### config.mk
export PLATFORM = sky130hd
export DESIGN_NAME = estimador_state_update_flat
export DESIGN_NICKNAME = d
export VERILOG_FILES = /design/src/rtl/estimador_pkg.sv /design/src/rtl/estimador_state_update_if.sv /design/src/rtl/estimador_sat_round.sv /design/src/rtl/estimador_state_update.sv /design/src/flat_wrapper.sv
export SDC_FILE = /design/constraint.sdc
export NUM_CORES = 1
export LEC_CHECK = 0
export BUFFER_PORTS_ARGS = -buffer_cell sky130_fd_sc_hd__buf_2
export CAP_MARGIN = 20
export CORE_UTILIZATION = 55
export CTS_CLUSTER_SIZE = 12
export DETAILED_ROUTE_END_ITERATION = 10
export PLACE_DENSITY = 0.8
export SLEW_MARGIN = 20
export SYNTH_ARGS = -nofsm -noshare
export SYNTH_HDL_FRONTEND = slang
export SYNTH_HIERARCHICAL = 1
export SYNTH_SLANG_ARGS = --single-unit
### constraint.sdc
create_clock -name ap_clk -period 25 [get_ports ap_clk]
set_clock_uncertainty 0.15 [all_clocks]
set_input_delay 3.75 -clock ap_clk [delete_from_list [all_inputs] [get_ports ap_clk]]
set_output_delay 3.75 -clock ap_clk [all_outputs]
set_load 0.01 [all_outputs]
### src/rtl/estimador_pkg.sv
// Shared types and constants for the estimator state update: Q7.14 word,
// 44-bit accumulator, saturation limits and FSM encoding.
package estimador_pkg;

    localparam int W     = 21;
    localparam int FRAC  = 14;
    localparam int ACC_W = 44;

    localparam logic signed [W-1:0] SAT_MAX = 21'd1048575;
    localparam logic signed [W-1:0] SAT_MIN = 21'h100000;

    typedef logic signed [W-1:0]     word_t;
    typedef logic signed [ACC_W-1:0] acc_t;

    typedef enum logic [1:0] {
        S_IDLE,
        S_MAC,
        S_SAT,
        S_DONE
    } state_t;

    // Aligns a Q7.14 word with the Q14.28 accumulator (sign-extend, shift by FRAC).
    function automatic acc_t bu_to_acc(input word_t v);
        return {{(ACC_W-W-FRAC){v[W-1]}}, v, {FRAC{1'b0}}};
    endfunction

endpackage

### src/rtl/estimador_state_update_if.sv
// Control handshake and data bus between the estimator state update block and
// its requester.
interface estimador_state_update_if;
    import estimador_pkg::*;

    logic  ap_start;
    logic  ap_ready;
    logic  ap_done;
    logic  ap_idle;
    word_t bu_0;
    word_t bu_1;
    word_t bu_2;
    logic  x_init_we;
    word_t x_init_0;
    word_t x_init_1;
    word_t x_init_2;
    word_t x_hat_0;
    word_t x_hat_1;
    word_t x_hat_2;

    modport master (
        output ap_start, bu_0, bu_1, bu_2, x_init_we, x_init_0, x_init_1, x_init_2,
        input  ap_ready, ap_done, ap_idle, x_hat_0, x_hat_1, x_hat_2
    );

    modport slave (
        input  ap_start, bu_0, bu_1, bu_2, x_init_we, x_init_0, x_init_1, x_init_2,
        output ap_ready, ap_done, ap_idle, x_hat_0, x_hat_1, x_hat_2
    );

endinterface

### src/rtl/estimador_sat_round.sv
// Rounds a Q14.28 accumulator to Q7.14 (half up) and saturates to the W-bit
// range; flags when the limit was applied.
module estimador_sat_round
    import estimador_pkg::*;
(
    input  acc_t  acc,
    output word_t q,
    output logic  sat_hit
);

    // One extra bit above the shifted accumulator absorbs the rounding carry.
    logic signed [ACC_W-FRAC:0] rnd;
    logic                       pos_ovf;
    logic                       neg_ovf;

    always_comb begin
        rnd     = $signed({acc[ACC_W-1], acc[ACC_W-1:FRAC]})
                + $signed({{(ACC_W-FRAC){1'b0}}, acc[FRAC-1]});
        pos_ovf = !rnd[ACC_W-FRAC] && (|rnd[ACC_W-FRAC-1:W-1]);
        neg_ovf =  rnd[ACC_W-FRAC] && !(&rnd[ACC_W-FRAC-1:W-1]);
        sat_hit = pos_ovf || neg_ovf;
        if (pos_ovf)
            q = SAT_MAX;
        else if (neg_ovf)
            q = SAT_MIN;
        else
            q = rnd[W-1:0];
    end

endmodule

### src/rtl/estimador_state_update.sv
// Estimator state update x_hat <= sat(A*x_hat + bu), computed row by row
// through one shared 21x21 signed multiplier.
module estimador_state_update
    import estimador_pkg::*;
#(
    parameter word_t A00 = 21'sd16384,
    parameter word_t A01 = 21'sd164,
    parameter word_t A02 = 21'sd0,
    parameter word_t A10 = 21'sd0,
    parameter word_t A11 = 21'sd16220,
    parameter word_t A12 = 21'sd47,
    parameter word_t A20 = 21'sd0,
    parameter word_t A21 = 21'sd0,
    parameter word_t A22 = 21'sd16384
) (
    input  logic                      ap_clk,
    input  logic                      ap_rst,
    estimador_state_update_if.slave   bus
);

    state_t              state;
    state_t              state_nxt;
    logic                start_acc;
    logic [1:0]          row;
    logic [1:0]          col;
    logic [1:0]          row_inc;
    acc_t                acc;
    word_t               x_hat  [3];
    word_t               x_next [3];
    word_t               bu_q   [3];
    word_t               coef;
    word_t               xh_sel;
    logic signed [2*W-1:0] prod;
    word_t               sat_q;
    logic                unused_sat_hit;

    assign row_inc = row + 2'd1;

    // Coefficient and operand select for the shared multiplier; always reads the
    // committed x_hat so rows never see a partially updated state.
    always_comb begin
        coef = '0;
        case ({row, col})
            4'h0: coef = A00;
            4'h1: coef = A01;
            4'h2: coef = A02;
            4'h4: coef = A10;
            4'h5: coef = A11;
            4'h6: coef = A12;
            4'h8: coef = A20;
            4'h9: coef = A21;
            4'hA: coef = A22;
            default: coef = '0;
        endcase
        xh_sel = '0;
        case (col)
            2'd0:    xh_sel = x_hat[0];
            2'd1:    xh_sel = x_hat[1];
            2'd2:    xh_sel = x_hat[2];
            default: xh_sel = '0;
        endcase
        prod = coef * xh_sel;
    end

    estimador_sat_round u_sat (
        .acc     (acc),
        .q       (sat_q),
        .sat_hit (unused_sat_hit)
    );

    // NOTE: state registers use non-blocking assignments so every flop samples
    // the pre-edge values regardless of block ordering.
    always_ff @(posedge ap_clk or posedge ap_rst) begin
        if (ap_rst)
            state <= S_IDLE;
        else
            state <= state_nxt;
    end

    // NOTE: every branch of this block assigns defaults first; a missed path
    // would otherwise infer a latch.
    always_comb begin
        state_nxt    = state;
        start_acc    = 1'b0;
        bus.ap_ready = 1'b0;
        bus.ap_done  = 1'b0;
        bus.ap_idle  = 1'b0;
        case (state)
            S_IDLE: begin
                bus.ap_idle = 1'b1;
                // A state load takes priority; the requester keeps ap_start high.
                if (!bus.x_init_we && bus.ap_start) begin
                    start_acc    = 1'b1;
                    bus.ap_ready = 1'b1;
                    state_nxt    = S_MAC;
                end
            end
            S_MAC: begin
                if (col == 2'd2)
                    state_nxt = S_SAT;
            end
            S_SAT: begin
                state_nxt = (row == 2'd2) ? S_DONE : S_MAC;
            end
            S_DONE: begin
                bus.ap_done = 1'b1;
                state_nxt   = S_IDLE;
            end
            default: state_nxt = S_IDLE;
        endcase
    end

    // NOTE: the three-entry buffers are small enough to reset along with the
    // datapath, so a mid-update reset leaves no stale partial result.
    always_ff @(posedge ap_clk or posedge ap_rst) begin
        if (ap_rst) begin
            row <= '0;
            col <= '0;
            acc <= '0;
            for (int k = 0; k < 3; k++) begin
                x_hat[k]  <= '0;
                x_next[k] <= '0;
                bu_q[k]   <= '0;
            end
        end else begin
            case (state)
                S_IDLE: begin
                    if (bus.x_init_we) begin
                        x_hat[0] <= bus.x_init_0;
                        x_hat[1] <= bus.x_init_1;
                        x_hat[2] <= bus.x_init_2;
                    end else if (start_acc) begin
                        bu_q[0] <= bus.bu_0;
                        bu_q[1] <= bus.bu_1;
                        bu_q[2] <= bus.bu_2;
                        row     <= '0;
                        col     <= '0;
                        acc     <= bu_to_acc(bus.bu_0);
                    end
                end
                S_MAC: begin
                    acc <= acc + acc_t'(prod);
                    col <= (col == 2'd2) ? 2'd0 : col + 2'd1;
                end
                S_SAT: begin
                    x_next[row] <= sat_q;
                    if (row != 2'd2) begin
                        row <= row_inc;
                        acc <= bu_to_acc(bu_q[row_inc]);
                    end
                end
                S_DONE: begin
                    for (int k = 0; k < 3; k++)
                        x_hat[k] <= x_next[k];
                end
                default: ;
            endcase
        end
    end

    assign bus.x_hat_0 = x_hat[0];
    assign bus.x_hat_1 = x_hat[1];
    assign bus.x_hat_2 = x_hat[2];

endmodule

### src/flat_wrapper.sv
// flat-port wrapper written by rule: the top's interface ports become plain ports
module estimador_state_update_flat import estimador_pkg::*;
#(
    parameter word_t A00 = 21'sd16384,
    parameter word_t A01 = 21'sd164,
    parameter word_t A02 = 21'sd0,
    parameter word_t A10 = 21'sd0,
    parameter word_t A11 = 21'sd16220,
    parameter word_t A12 = 21'sd47,
    parameter word_t A20 = 21'sd0,
    parameter word_t A21 = 21'sd0,
    parameter word_t A22 = 21'sd16384
)
  (ap_clk, ap_rst, bus_ap_start, bus_bu_0, bus_bu_1, bus_bu_2, bus_x_init_we, bus_x_init_0, bus_x_init_1, bus_x_init_2, bus_ap_ready, bus_ap_done, bus_ap_idle, bus_x_hat_0, bus_x_hat_1, bus_x_hat_2);
  estimador_state_update_if bus_i ();
  input  logic ap_clk;
  input  logic ap_rst;
  input wire logic [$bits(bus_i.ap_start)-1:0] bus_ap_start;
  input wire logic [$bits(bus_i.bu_0)-1:0] bus_bu_0;
  input wire logic [$bits(bus_i.bu_1)-1:0] bus_bu_1;
  input wire logic [$bits(bus_i.bu_2)-1:0] bus_bu_2;
  input wire logic [$bits(bus_i.x_init_we)-1:0] bus_x_init_we;
  input wire logic [$bits(bus_i.x_init_0)-1:0] bus_x_init_0;
  input wire logic [$bits(bus_i.x_init_1)-1:0] bus_x_init_1;
  input wire logic [$bits(bus_i.x_init_2)-1:0] bus_x_init_2;
  output wire logic [$bits(bus_i.ap_ready)-1:0] bus_ap_ready;
  output wire logic [$bits(bus_i.ap_done)-1:0] bus_ap_done;
  output wire logic [$bits(bus_i.ap_idle)-1:0] bus_ap_idle;
  output wire logic [$bits(bus_i.x_hat_0)-1:0] bus_x_hat_0;
  output wire logic [$bits(bus_i.x_hat_1)-1:0] bus_x_hat_1;
  output wire logic [$bits(bus_i.x_hat_2)-1:0] bus_x_hat_2;
  assign bus_i.ap_start = bus_ap_start;
  assign bus_i.bu_0 = bus_bu_0;
  assign bus_i.bu_1 = bus_bu_1;
  assign bus_i.bu_2 = bus_bu_2;
  assign bus_i.x_init_we = bus_x_init_we;
  assign bus_i.x_init_0 = bus_x_init_0;
  assign bus_i.x_init_1 = bus_x_init_1;
  assign bus_i.x_init_2 = bus_x_init_2;
  assign bus_ap_ready = bus_i.ap_ready;
  assign bus_ap_done = bus_i.ap_done;
  assign bus_ap_idle = bus_i.ap_idle;
  assign bus_x_hat_0 = bus_i.x_hat_0;
  assign bus_x_hat_1 = bus_i.x_hat_1;
  assign bus_x_hat_2 = bus_i.x_hat_2;
  estimador_state_update #(.A00(A00), .A01(A01), .A02(A02), .A10(A10), .A11(A11), .A12(A12), .A20(A20), .A21(A21), .A22(A22)) u_core (.ap_clk(ap_clk), .ap_rst(ap_rst), .bus(bus_i));
endmodule
==> results.tsv <==
metric	value	unit
run status	completed	
hold-fix buffers at CTS	0	
RSZ-0062 raised after global routing	false	
Highest Clock Rate	110	MHz
IO Pins	196	
Synth Instances	2514	
HP Start	u_core/bu_q[52]$_DFFE_PP0P_	
Required @ worst endpoint	21.10	ns
vias in the first global route	20200	
Startpoint Class	input pin	
Die Wd	209	µm
number of fill cells	3460	
setup violators final	0	
Synthesized Nets	3101	
initial antenna violation count	1	
via count	19100	
CP max FO	68	
Crit Reg-Reg Startpoint	u_core/row[0]$_DFFE_PP0P_	
CP Capture Type	primary output	
std cell rows	75	
largest net degree at the start of global routing	126	
Die Ht	209	µm
grt ovf	0	
post-layout minimum cycle time	9.11	ns
# nets final	3240	
CTS tree	yes	
CTS Root Cell	clkbuf_16	
sum of negative setup slack	0	ns
Crit Path Class	input pin to primary output	
Cell Area, Synth	0.0235	mm²
Hold Path Class	register to register	
routability congestion estimate	1.03	
max cap viols	0	
core footprint	0.0420	mm²
synthesis-to-layout area growth	10.1	%
Clock Latency Late Sink	0.59	ns
Syn Area/Cell	9.35	µm²
drt wl/cell	21.4	µm
final count of hold timing violations	0	
Worst-Margin Slew	1.14	ns
DRC Markers	0	
first-pass GRT wire length	109000	µm
Die ar.	0.0435	mm²
Max H-tree Level	1	
CP Data Arrival Time	5.21	ns
Antenna Cells	0	
cts repair resizes	0	
headroom to the max-slew limit	24.1	%
routed wire length	68700	µm
Iter 0 DRT Violations	1807	
count of buffers from port buffering	195	
DP HPWL	53800	µm
total number of yosys warnings	6	
Sink Count	239	
total setup buffers inserted after CTS	0	
mean number of vias per cell	5.96	
Slew Limit Fails	0	
post-route clock period utilization	36.4	%
Clock Tree Buf Depth	3	
Initial Util	55.9	%
drt first pass iters	5	
Global Route Usage Sum	32.2	%
post-route ant nets	0	
Num CTS Buffers	27	
layout cells sized above 1	15.4	%
clock transition time at the flip-flop clock pins of the worst setup and hold paths	0.06	ns
CP startpoint	bus_x_init_we	
area by class of cell:
type                    instances  area [µm²]  share of cell area, %
multi-input cells            1753       15600                   60.2
clock buffers                  39         771                   2.98
well taps                     539         674                   2.61
clock inverters                 7         111                  0.431
repair buffers                223        1220                   4.71
inverters                     409        1540                   5.97
flip-flops and latches        239        5980                   23.1
metal layers:
metal  track usage [%]  vias up  part of all wire (%)
met4              15.3        2                   5.4
met1              41.5     9495                    39
li1                  -     8477                     -
met5                 0        -                 0.017
met2              53.0      931                    47
met3              5.41      206                   8.7
cells in the final DEF (no fill, tap or decap), types with 7 or more instances in the layout:
| cell type | count |
|---|---|
| a211oi_1 | 8 |
| a21o_1 | 20 |
| a21oi_1 | 81 |
| a221oi_1 | 12 |
| a222oi_1 | 8 |
| a31o_2 | 12 |
| a31oi_1 | 20 |
| and3_1 | 12 |
| buf_2 | 195 |
| buf_4 | 26 |
| clkbuf_1 | 7 |
| clkbuf_16 | 27 |
| dfrtp_1 | 239 |
| fa_1 | 259 |
| ha_1 | 197 |
| inv_1 | 405 |
| mux2_2 | 64 |
| mux2i_1 | 90 |
| nand2_1 | 403 |
| nand2b_1 | 9 |
| nand3_1 | 22 |
| nand4_1 | 14 |
| nor2_1 | 136 |
| nor3_1 | 21 |
| o21ai_0 | 128 |
| o21ai_1 | 7 |
| o21ai_2 | 21 |
| o221ai_1 | 7 |
| o22ai_1 | 8 |
| or2_2 | 8 |
| or3_1 | 7 |
| xnor2_1 | 30 |
| xor2_1 | 23 |
path summary, 6_finish.rpt:
check,to,slack (ns),cells past startpoint
worst min-delay path,u_core/bu_q[52]$_DFFE_PP0P_,0.33,2
min in group asynchronous,u_core/bu_q[7]$_DFFE_PP0P_,3.13,2
worst max-delay path,bus_ap_ready,15.89,6
worst min register to register,u_core/bu_q[52]$_DFFE_PP0P_,0.33,2
max in group asynchronous,u_core/bus.x_hat_2[0]$_DFFE_PP0P_,20.07,3
worst max register to register,u_core/acc[23]$_DFFE_PP0P_,16.03,26
state kept, by name, indices dropped and copies added (netlist names):
name,count
u_core/acc,44
u_core/bu_q,63
u_core/bus.x_hat_0,21
u_core/bus.x_hat_1,21
u_core/bus.x_hat_2,21
u_core/col,2
u_core/row,2
u_core/state,2
u_core/x_next,63
metrics by stage:
stage | setup WS, ns | util, % | instance area, µm² | hold slack [ns] | instances
after floorplan | 14.54 | - | 23500 | 0.295 | 2514
after CTS | 15.88 | 61.4 | 25800 | 0.328 | 3207
final | 15.89 | 61.5 | 25900 | 0.328 | 3209
after global routing | 15.63 | 61.5 | 25900 | 0.344 | 3209
after detailed placement | 15.89 | 59.3 | 24900 | 0.313 | 3161
after global placement | 15.85 | 59.3 | 24900 | 0.308 | 3161
critical path, cell delays in order:
cell and delay, ns:
buf_2 0.12, nand3b_1 0.11, buf_4 0.53, clkinv_1 0.15
buf_4 0.33, buf_2 0.22
Power is left out: the tool's default activity adds up to more than one toggle a clock period on the data nets, which glitch-free logic cannot reach.
